===== src/rtl/interrupt_controller_if.sv =====
// Bundle between the interrupt controller and the core / syscall-table writer.
// Handshake: the controller raises s_interruption for exactly one cycle with
// dir_out/active_id already valid and busy=1; those stay stable until the
// core answers with s_finished=1 for at least one cycle, after which busy
// drops and the next dispatch may start. There is no back-pressure on the
// request side: irq_in edges and i_syscall pulses are always accepted.
interface interrupt_controller_if #(
  parameter int N_SRC    = 4,
  parameter int ADDR_W   = 10,
  parameter int SC_DEPTH = 4,
  parameter int IMM_W    = 8
);
  logic [N_SRC-1:0]              irq_in;
  logic [N_SRC-1:0]              irq_en;
  logic                          i_syscall;
  logic [IMM_W-1:0]              inmediate_syscall;
  logic                          s_finished;
  logic                          tbl_we;
  logic [$clog2(SC_DEPTH)-1:0]   tbl_addr;
  logic [ADDR_W-1:0]             tbl_data;
  logic [ADDR_W-1:0]             dir_out;
  logic                          s_interruption;
  logic                          busy;
  logic [$clog2(N_SRC+1)-1:0]    active_id;
  logic [1:0]                    dbg_state;

  // Controller side
  modport slave (
    input  irq_in, irq_en, i_syscall, inmediate_syscall, s_finished,
    input  tbl_we, tbl_addr, tbl_data,
    output dir_out, s_interruption, busy, active_id, dbg_state
  );

  // Core / stimulus side
  modport master (
    output irq_in, irq_en, i_syscall, inmediate_syscall, s_finished,
    output tbl_we, tbl_addr, tbl_data,
    input  dir_out, s_interruption, busy, active_id, dbg_state
  );
endinterface


===== src/rtl/interrupt_controller.sv =====
// Parametrised interrupt controller: edge-latched hardware sources plus one
// syscall slot, fixed-priority arbitration with enable mask, one-cycle
// dispatch pulse and a writable syscall vector table.
module interrupt_controller #(
  parameter int                N_SRC    = 4,
  parameter int                ADDR_W   = 10,
  parameter logic [ADDR_W-1:0] VEC_BASE = 10'h3FA,
  parameter int                SC_DEPTH = 4,   // power of two, at least 2
  parameter int                IMM_W    = 8
) (
  input logic                    clk,
  input logic                    reset,
  interrupt_controller_if.slave  bus
);
  localparam int SEL_W = $clog2(SC_DEPTH);
  localparam int ID_W  = $clog2(N_SRC + 1);

  typedef enum logic [1:0] {IDLE = 2'd0, SIGNAL = 2'd1, SERVICE = 2'd2} state_t;

  state_t             state_q;
  logic [N_SRC-1:0]   pending_q, pending_d;
  logic [N_SRC-1:0]   irq_prev_q;
  logic               sc_pending_q, sc_pending_d;
  logic [SEL_W-1:0]   sc_idx_q;
  logic [ADDR_W-1:0]  sc_tbl_q [SC_DEPTH];
  logic [ADDR_W-1:0]  dir_out_q;
  logic               s_int_q;
  logic               busy_q;
  logic [ID_W-1:0]    active_id_q;

  logic [N_SRC-1:0]   rise;
  logic [N_SRC-1:0]   eligible;
  logic [N_SRC-1:0]   win_mask;
  logic [ID_W-1:0]    win_id;
  logic               win_valid;
  logic               grant_hw;
  logic               grant_sc;
  logic [ADDR_W-1:0]  hw_vec;

  // Only the low SEL_W immediate bits select a table entry.
  logic unused_imm;
  assign unused_imm = ^bus.inmediate_syscall;

  assign rise     = bus.irq_in & ~irq_prev_q;
  assign eligible = pending_q & bus.irq_en;

  // Lowest eligible index wins; scan high to low so the last hit is the lowest.
  always_comb begin
    win_valid = 1'b0;
    win_id    = '0;
    win_mask  = '0;
    for (int i = N_SRC - 1; i >= 0; i--) begin
      if (eligible[i]) begin
        win_valid   = 1'b1;
        win_id      = ID_W'(i);
        win_mask    = '0;
        win_mask[i] = 1'b1;
      end
    end
  end

  assign grant_hw = (state_q == IDLE) && win_valid;
  assign grant_sc = (state_q == IDLE) && !win_valid && sc_pending_q;
  assign hw_vec   = VEC_BASE + ADDR_W'(win_id);

  // A new edge/syscall in the grant cycle wins over the clear.
  assign pending_d    = (pending_q & ~(grant_hw ? win_mask : '0)) | rise;
  assign sc_pending_d = (sc_pending_q & ~grant_sc) | bus.i_syscall;

  // Edge detection, pending latches and the single syscall slot.
  always_ff @(posedge clk) begin
    if (reset) begin
      pending_q    <= '0;
      irq_prev_q   <= '0;
      sc_pending_q <= 1'b0;
      sc_idx_q     <= '0;
    end else begin
      pending_q    <= pending_d;
      irq_prev_q   <= bus.irq_in;
      sc_pending_q <= sc_pending_d;
      if (bus.i_syscall) sc_idx_q <= bus.inmediate_syscall[SEL_W-1:0];
    end
  end

  // Syscall vector table; a read in the grant cycle sees the pre-write value.
  always_ff @(posedge clk) begin
    if (reset) begin
      for (int i = 0; i < SC_DEPTH; i++) sc_tbl_q[i] <= '0;
    end else if (bus.tbl_we) begin
      sc_tbl_q[bus.tbl_addr] <= bus.tbl_data;
    end
  end

  // Dispatch FSM with registered outputs.
  always_ff @(posedge clk) begin
    if (reset) begin
      state_q     <= IDLE;
      dir_out_q   <= '0;
      s_int_q     <= 1'b0;
      busy_q      <= 1'b0;
      active_id_q <= '0;
    end else begin
      case (state_q)
        IDLE: begin
          s_int_q <= 1'b0;
          busy_q  <= 1'b0;
          if (grant_hw) begin
            dir_out_q   <= hw_vec;
            active_id_q <= win_id;
            s_int_q     <= 1'b1;
            busy_q      <= 1'b1;
            state_q     <= SIGNAL;
          end else if (grant_sc) begin
            dir_out_q   <= sc_tbl_q[sc_idx_q];
            active_id_q <= ID_W'(N_SRC);
            s_int_q     <= 1'b1;
            busy_q      <= 1'b1;
            state_q     <= SIGNAL;
          end
        end
        SIGNAL: begin
          s_int_q <= 1'b0;
          busy_q  <= 1'b1;
          state_q <= SERVICE;
        end
        SERVICE: begin
          if (bus.s_finished) begin
            busy_q  <= 1'b0;
            state_q <= IDLE;
          end
        end
        default: begin
          s_int_q <= 1'b0;
          busy_q  <= 1'b0;
          state_q <= IDLE;
        end
      endcase
    end
  end

  assign bus.dir_out        = dir_out_q;
  assign bus.s_interruption = s_int_q;
  assign bus.busy           = busy_q;
  assign bus.active_id      = active_id_q;
  assign bus.dbg_state      = state_q;
endmodule


===== src/flat_wrapper.sv =====
// flat-port wrapper written by rule: the top's interface ports become plain ports
module interrupt_controller_flat 
#(
  parameter int                N_SRC    = 4,
  parameter int                ADDR_W   = 10,
  parameter logic [ADDR_W-1:0] VEC_BASE = 10'h3FA,
  parameter int                SC_DEPTH = 4,                              
  parameter int                IMM_W    = 8
)
  (clk, reset, bus_irq_in, bus_irq_en, bus_i_syscall, bus_inmediate_syscall, bus_s_finished, bus_tbl_we, bus_tbl_addr, bus_tbl_data, bus_dir_out, bus_s_interruption, bus_busy, bus_active_id, bus_dbg_state);
  interrupt_controller_if #(.N_SRC(N_SRC), .ADDR_W(ADDR_W), .SC_DEPTH(SC_DEPTH), .IMM_W(IMM_W)) bus_i ();
  input logic clk;
  input logic reset;
  input wire logic [$bits(bus_i.irq_in)-1:0] bus_irq_in;
  input wire logic [$bits(bus_i.irq_en)-1:0] bus_irq_en;
  input wire logic [$bits(bus_i.i_syscall)-1:0] bus_i_syscall;
  input wire logic [$bits(bus_i.inmediate_syscall)-1:0] bus_inmediate_syscall;
  input wire logic [$bits(bus_i.s_finished)-1:0] bus_s_finished;
  input wire logic [$bits(bus_i.tbl_we)-1:0] bus_tbl_we;
  input wire logic [$bits(bus_i.tbl_addr)-1:0] bus_tbl_addr;
  input wire logic [$bits(bus_i.tbl_data)-1:0] bus_tbl_data;
  output wire logic [$bits(bus_i.dir_out)-1:0] bus_dir_out;
  output wire logic [$bits(bus_i.s_interruption)-1:0] bus_s_interruption;
  output wire logic [$bits(bus_i.busy)-1:0] bus_busy;
  output wire logic [$bits(bus_i.active_id)-1:0] bus_active_id;
  output wire logic [$bits(bus_i.dbg_state)-1:0] bus_dbg_state;
  assign bus_i.irq_in = bus_irq_in;
  assign bus_i.irq_en = bus_irq_en;
  assign bus_i.i_syscall = bus_i_syscall;
  assign bus_i.inmediate_syscall = bus_inmediate_syscall;
  assign bus_i.s_finished = bus_s_finished;
  assign bus_i.tbl_we = bus_tbl_we;
  assign bus_i.tbl_addr = bus_tbl_addr;
  assign bus_i.tbl_data = bus_tbl_data;
  assign bus_dir_out = bus_i.dir_out;
  assign bus_s_interruption = bus_i.s_interruption;
  assign bus_busy = bus_i.busy;
  assign bus_active_id = bus_i.active_id;
  assign bus_dbg_state = bus_i.dbg_state;
  interrupt_controller #(.N_SRC(N_SRC), .ADDR_W(ADDR_W), .VEC_BASE(VEC_BASE), .SC_DEPTH(SC_DEPTH), .IMM_W(IMM_W)) u_core (.clk(clk), .reset(reset), .bus(bus_i));
endmodule

===== config.mk =====
export PLATFORM = sky130hd
export DESIGN_NAME = interrupt_controller_flat
export DESIGN_NICKNAME = d
export VERILOG_FILES = /design/src/rtl/interrupt_controller_if.sv /design/src/rtl/interrupt_controller.sv /design/src/flat_wrapper.sv
export SDC_FILE = /design/constraint.sdc
export NUM_CORES = 1
export LEC_CHECK = 0
export ABC_AREA = 1
export CORE_MARGIN = 2
export CORE_UTILIZATION = 52
export DETAILED_ROUTE_END_ITERATION = 8
export HOLD_SLACK_MARGIN = 0.03
export PLACE_DENSITY_LB_ADDON = 0.1
export SLEW_MARGIN = 20
export SYNTH_ARGS = -nofsm -noshare
export SYNTH_HDL_FRONTEND = slang
export SYNTH_SLANG_ARGS = --single-unit

===== constraint.sdc =====
create_clock -name clk -period 2.26 [get_ports clk]
set_clock_uncertainty 0.15 [all_clocks]
set_input_delay 0.565 -clock clk [delete_from_list [all_inputs] [get_ports clk]]
set_output_delay 0.565 -clock clk [all_outputs]
set_load 0.03 [all_outputs]

After elaboration in Yosys (flattened, before gate mapping)
Memories as Yosys holds them, arrays and structs flattened. A register that Yosys moved wholly into a read port is not among the register bits.
Cells that the tools add are included.
{"block": "word_totals", "ramBits": 40, "out_inout_bits": 17, "reg_bits": 28, "mem_count": 1}
{"memory": "u_core.sc_tbl_q", "depth": 4, "width": 10, "rd": 1, "rd_ports_with_merged_regs": 1, "wr": 4, "line_no": "interrupt_controller.sv:25", "source": "logic [ADDR_W-1:0] sc_tbl_q [SC_DEPTH];"}
{"block": "classes", "bitwise_logic": 9, "n_eq_ne": 4, "muxes": 36, "addsub": 1, "reduce_logical": 9}
{"op": "10-bit two-way mux", "n": 3}
{"op": "2-bit two-way mux", "n": 10}
{"op": "4-bit two-way mux", "n": 5}
{"op": "1-bit two-way mux", "n": 13}
{"op": "4-bit bitwise AND", "n": 3}
{"op": "10-bit OR reduction", "n": 1}
{"op": "4-bit NOT", "n": 2}
{"op": "3-bit two-way mux", "n": 2}
{"op": "2-bit one-hot mux with 3 select lines", "n": 1}
{"op": "4-bit by 3-bit adder with 5-bit output (first input constant)", "n": 1}
{"op": "4-bit OR", "n": 1}
{"op": "2-bit AND reduction", "n": 2}
{"op": "1-bit logical AND", "n": 3}
{"op": "3-bit by 1-bit inequality test with 1-bit output (second input constant)", "n": 1}
{"op": "1-bit one-hot mux with 3 select lines", "n": 1}
{"op": "2-bit by 1-bit equality test with 1-bit output (second input constant)", "n": 1}
{"op": "2-bit equality test (second input constant)", "n": 1}
{"op": "2-bit logical NOT", "n": 1}
{"op": "2-bit inequality test (second input constant)", "n": 1}
{"op": "1-bit one-hot mux with 2 select lines", "n": 1}
{"op": "2-bit nonzero test", "n": 1}
{"op": "1-bit bitwise AND", "n": 1}
{"op": "1-bit logical NOT", "n": 1}
{"op": "1-bit NOT", "n": 1}
{"op": "1-bit OR", "n": 1}

Longest topological paths before layout
{"block": "depth", "word_depth": 11, "depth_mapped": 9}

Worst setup path after synthesis
No wires, ideal clock.
{"block": "synth_timing", "kind": "input to register", "startpoint": "input bus_tbl_we", "endpoint": "memory u_core.sc_tbl_q[3][0], enable pin", "t_required_ns": 1.717, "t_arrival_ns": 1.485, "setup_slack_ns": 0.232, "setup_ns": 0.393, "cell_stages": 2, "path_cell_list": "inv_1 > o31ai_1"}
{"element": "start: declaration", "line_no": "flat_wrapper.sv:19", "source": "input wire logic [$bits(bus_i.tbl_we)-1:0] bus_tbl_we;"}
{"element": "end: declaration", "line_no": "interrupt_controller.sv:25"}

Final worst setup path
{"block": "layout_timing", "startpoint": "register u_core.state_q[1], in the netlist u_core.bus.dbg_state[1]", "endpoint": "output bus_dbg_state[1]"}
{"element": "start: declaration", "line_no": "interrupt_controller.sv:20", "source": "state_t state_q;"}
{"element": "start signal: assignment", "line_no": "interrupt_controller.sv:97", "source": "state_q <= IDLE;"}
{"element": "start signal: assignment", "line_no": "interrupt_controller.sv:112", "source": "state_q <= SIGNAL;"}
{"element": "start signal: assignment", "line_no": "interrupt_controller.sv:118", "source": "state_q <= SIGNAL;"}
{"element": "end: declaration", "line_no": "flat_wrapper.sv:26", "source": "output wire logic [$bits(bus_i.dbg_state)-1:0] bus_dbg_state;"}
No word-level cell between the ends.

==> flow_summary.yaml <==
run_status:
  outcome: "finished clean"
yosys:
  netlist_top_cells_count: "nor2_1 (83), edfxtp_1 (40), nand2_1 (34), o21ai_0 (32), dfxtp_1 (30)"
  async_flop_share_pct: 0
  syn_area_um2: 2882
  ys_seq_area_share_pct: 62.53
  synth_fp_nets: 345
  ys_top_cells_by_area: "edfxtp_1 (42%), dfxtp_1 (21%), nor2_1 (11%)"
  synth_edf_count: 40
  ys_seq_elements: 70
  syn_inst: 312
  ys.flop_type: "edfxtp_1"
  yosysTopAreaCell: "edfxtp_1"
  synth.most_common_cell: "nor2_1"
  synth_area_per_cell_um2: 9.236
  yosys.cell_types.count: 21
  yosysWarnings: 0
  synth_top_area_share_pct: 41.68
global_route:
  first_global_vias: 2089
  grt_usage_pct: 20.62
  grt.overflow.total: 0
  grt_max_degree: 21
  grt_pass1_wl_mm: 9.632
  antenna_found_initial: 0
timing:
  fin_tns_setup_ns: 0
  relSlewSlack_pct: 62.82
  rsz0062_at_grt: "no"
  fin_crit_sh_pct: 96.63
  slew_viol_final: 0
  fmax_ghz: 0.4579
  finalHoldViolCount: 0
  finalSetupViolCount: 0
  tightest_slew_ns: 0.5571
  post-route-min-period_ns: 2.184
critical_path:
  path_delay_family: "buffers and inverters"
  crit_chain: "clkdlybuf4s50_1"
  arrival_ns: 1.47
  crit_fanout: 5
  end_kind: "output pin"
  critPathBufInv: 1
  slowest_delay_ns: 0.71
  crit_type: "reg2out"
  critical_path_required_ns: 1.54
  crit_slowest_cell: "clkdlybuf4s50_1"
  critPathLaunchType: "register"
power_and_ir_drop:
  cellPowerDensity_nw_per_um2: 834.3
  total_power_uw: 3046
  irDropWorstVdd_mv: 0.4043
  p_leak_uw: 0.001511
floorplan:
  fp.dieArea_um2: 6153
  core_um2: 5439
  rows: 27
  dieWidth_um: 78.44
  start_util_pct: 52.98
  die-height_um: 78.44
  num_io_pins: 50
route:
  route.detailed.drc: 0
  routed_wl_mm: 6.063
  wl_per_cell_um: 13.66
  dr.pass1.iters: 4
  via_per_inst: 5.106
  drtAntennaViolNets: 0
  num_vias: 2267
  drt_iter0_markers: 72
clock_tree:
  root_buffer: "clkbuf_8"
  numCtsBuffers: 9
  path_clk_slew_ns: 0.07
  htreeDepth: 3
  clkLatencyLatePin_ns: 0.34
  post_cts_buffers: 0
  cts_tree: "yes"
  cts-hold-fix-buffers: 0
  cts.path.max_buffers: 2
  cts_repair_resize_count: 0
  cts_sinks: 70
place:
  dp_hpwl_mm: 4.137
  routabilityCongestion: 0.7623
  portBuffers: 43
final_layout:
  final_net_count: 400
  antenna_cells: 0
  syn2layout_area_growth_pct: 26.70
  fill_cells: 449
  drive_gt1_share_pct: 12.10
hold_path:
  min_path_type: "reg2reg"
job:
  maxCapViolCount: 0
state kept, by name, indices dropped and copies added (netlist names), named ones only:
name	count
u_core.bus.dbg_state	2
u_core.sc_tbl_q	40
u_core.bus.dir_out	10
u_core.bus.active_id	3
u_core.bus.busy	1
u_core.sc_idx_q	2
u_core.bus.s_interruption	1
u_core.irq_prev_q	4
u_core.sc_pending_q	1
u_core.pending_q	4
report_power, final:
group / switching (uW) / internal, uW
sequential: 46.6 / 1460
clock: 476 / 513
combinational: 327 / 219
total: 850 / 2200
worst paths after layout:
check | cells after the start | from | end | slack (ns)
setup / recovery | 1 | u_core.bus.dbg_state[1] | bus_dbg_state[1] | 0.08
hold / removal | 1 | u_core.irq_prev_q[1] | u_core.pending_q[1] | 0.28
setup reg to reg | 5 | register | u_core.bus.dir_out[7] | 0.76
hold reg to reg | 1 | u_core.irq_prev_q[1] | u_core.pending_q[1] | 0.28
final cells by class:
type | instances | area [um^2] | share of cell area (%)
flip-flops and latches | 70 | 1802 | 49.35
inverters | 31 | 116.4 | 3.187
repair buffers | 58 | 555.5 | 15.22
well taps | 72 | 90.09 | 2.467
clock buffers | 9 | 123.9 | 3.393
multi-input cells | 197 | 890.9 | 24.40
clock inverters | 7 | 72.57 | 1.988
per-stage QoR:
step | worst slack (ns) | util, % | std cells | hold WS, ns | area, um^2
6_report | 0.07613 | 67.13 | 444 | 0.2777 | 3651
5_1_grt | 0.01256 | 67.13 | 444 | 0.2935 | 3651
4_1_cts | 0.05990 | 67.13 | 444 | 0.2796 | 3651
3_5_place_dp | 0.09315 | 63.52 | 428 | 0.2695 | 3455
3_3_place_gp | 0.1101 | 63.52 | 428 | 0.2606 | 3455
2_1_floorplan | 0.2319 | - | 312 | 0.2578 | 2882
cells by family after synthesis:
logic type / after synthesis / synth area share (%)
buf+inv: 45 / 6.556
compound gates: 55 / 10.42
simple gates: 142 / 20.49
flops: 70 / 62.53
layout by cell type (no fill, tap or decap), drive strengths merged:
cell type	synthesis	routed
nor2	87	87
clkinv	0	2
o22ai	10	10
buf	10	15
o31ai	2	2
clkbuf	4	9
a21oi	10	10
clkinvlp	0	2
inv	31	33
bufinv	0	1
o21ai	33	33
dfxtp	30	30
nand3	6	6
nand2	39	39
edfxtp	40	40
clkdlybuf4s50	0	43
nor3	10	10
worst register-to-register path: stages, from the launching register on:
cell and delay (ns):
dfxtp_1 0.33, inv_1 0.42, o21ai_0 0.19, o22ai_1 0.18, nor2_1 0.08, nor2_1 0.09
metal layers:
layer / share of wire (%) / wire length, um / GRT usage, % / up-vias
met5: 0 / 0 / 0 / -
met4: 1.1 / 65 / 7.719 / 0
met3: 5.2 / 317 / 3.793 / 5
met2: 49 / 2978 / 35.26 / 60
met1: 45 / 2702 / 26.14 / 1072
li1: - / - / - / 1130
(Power assumes the default switching activity.)
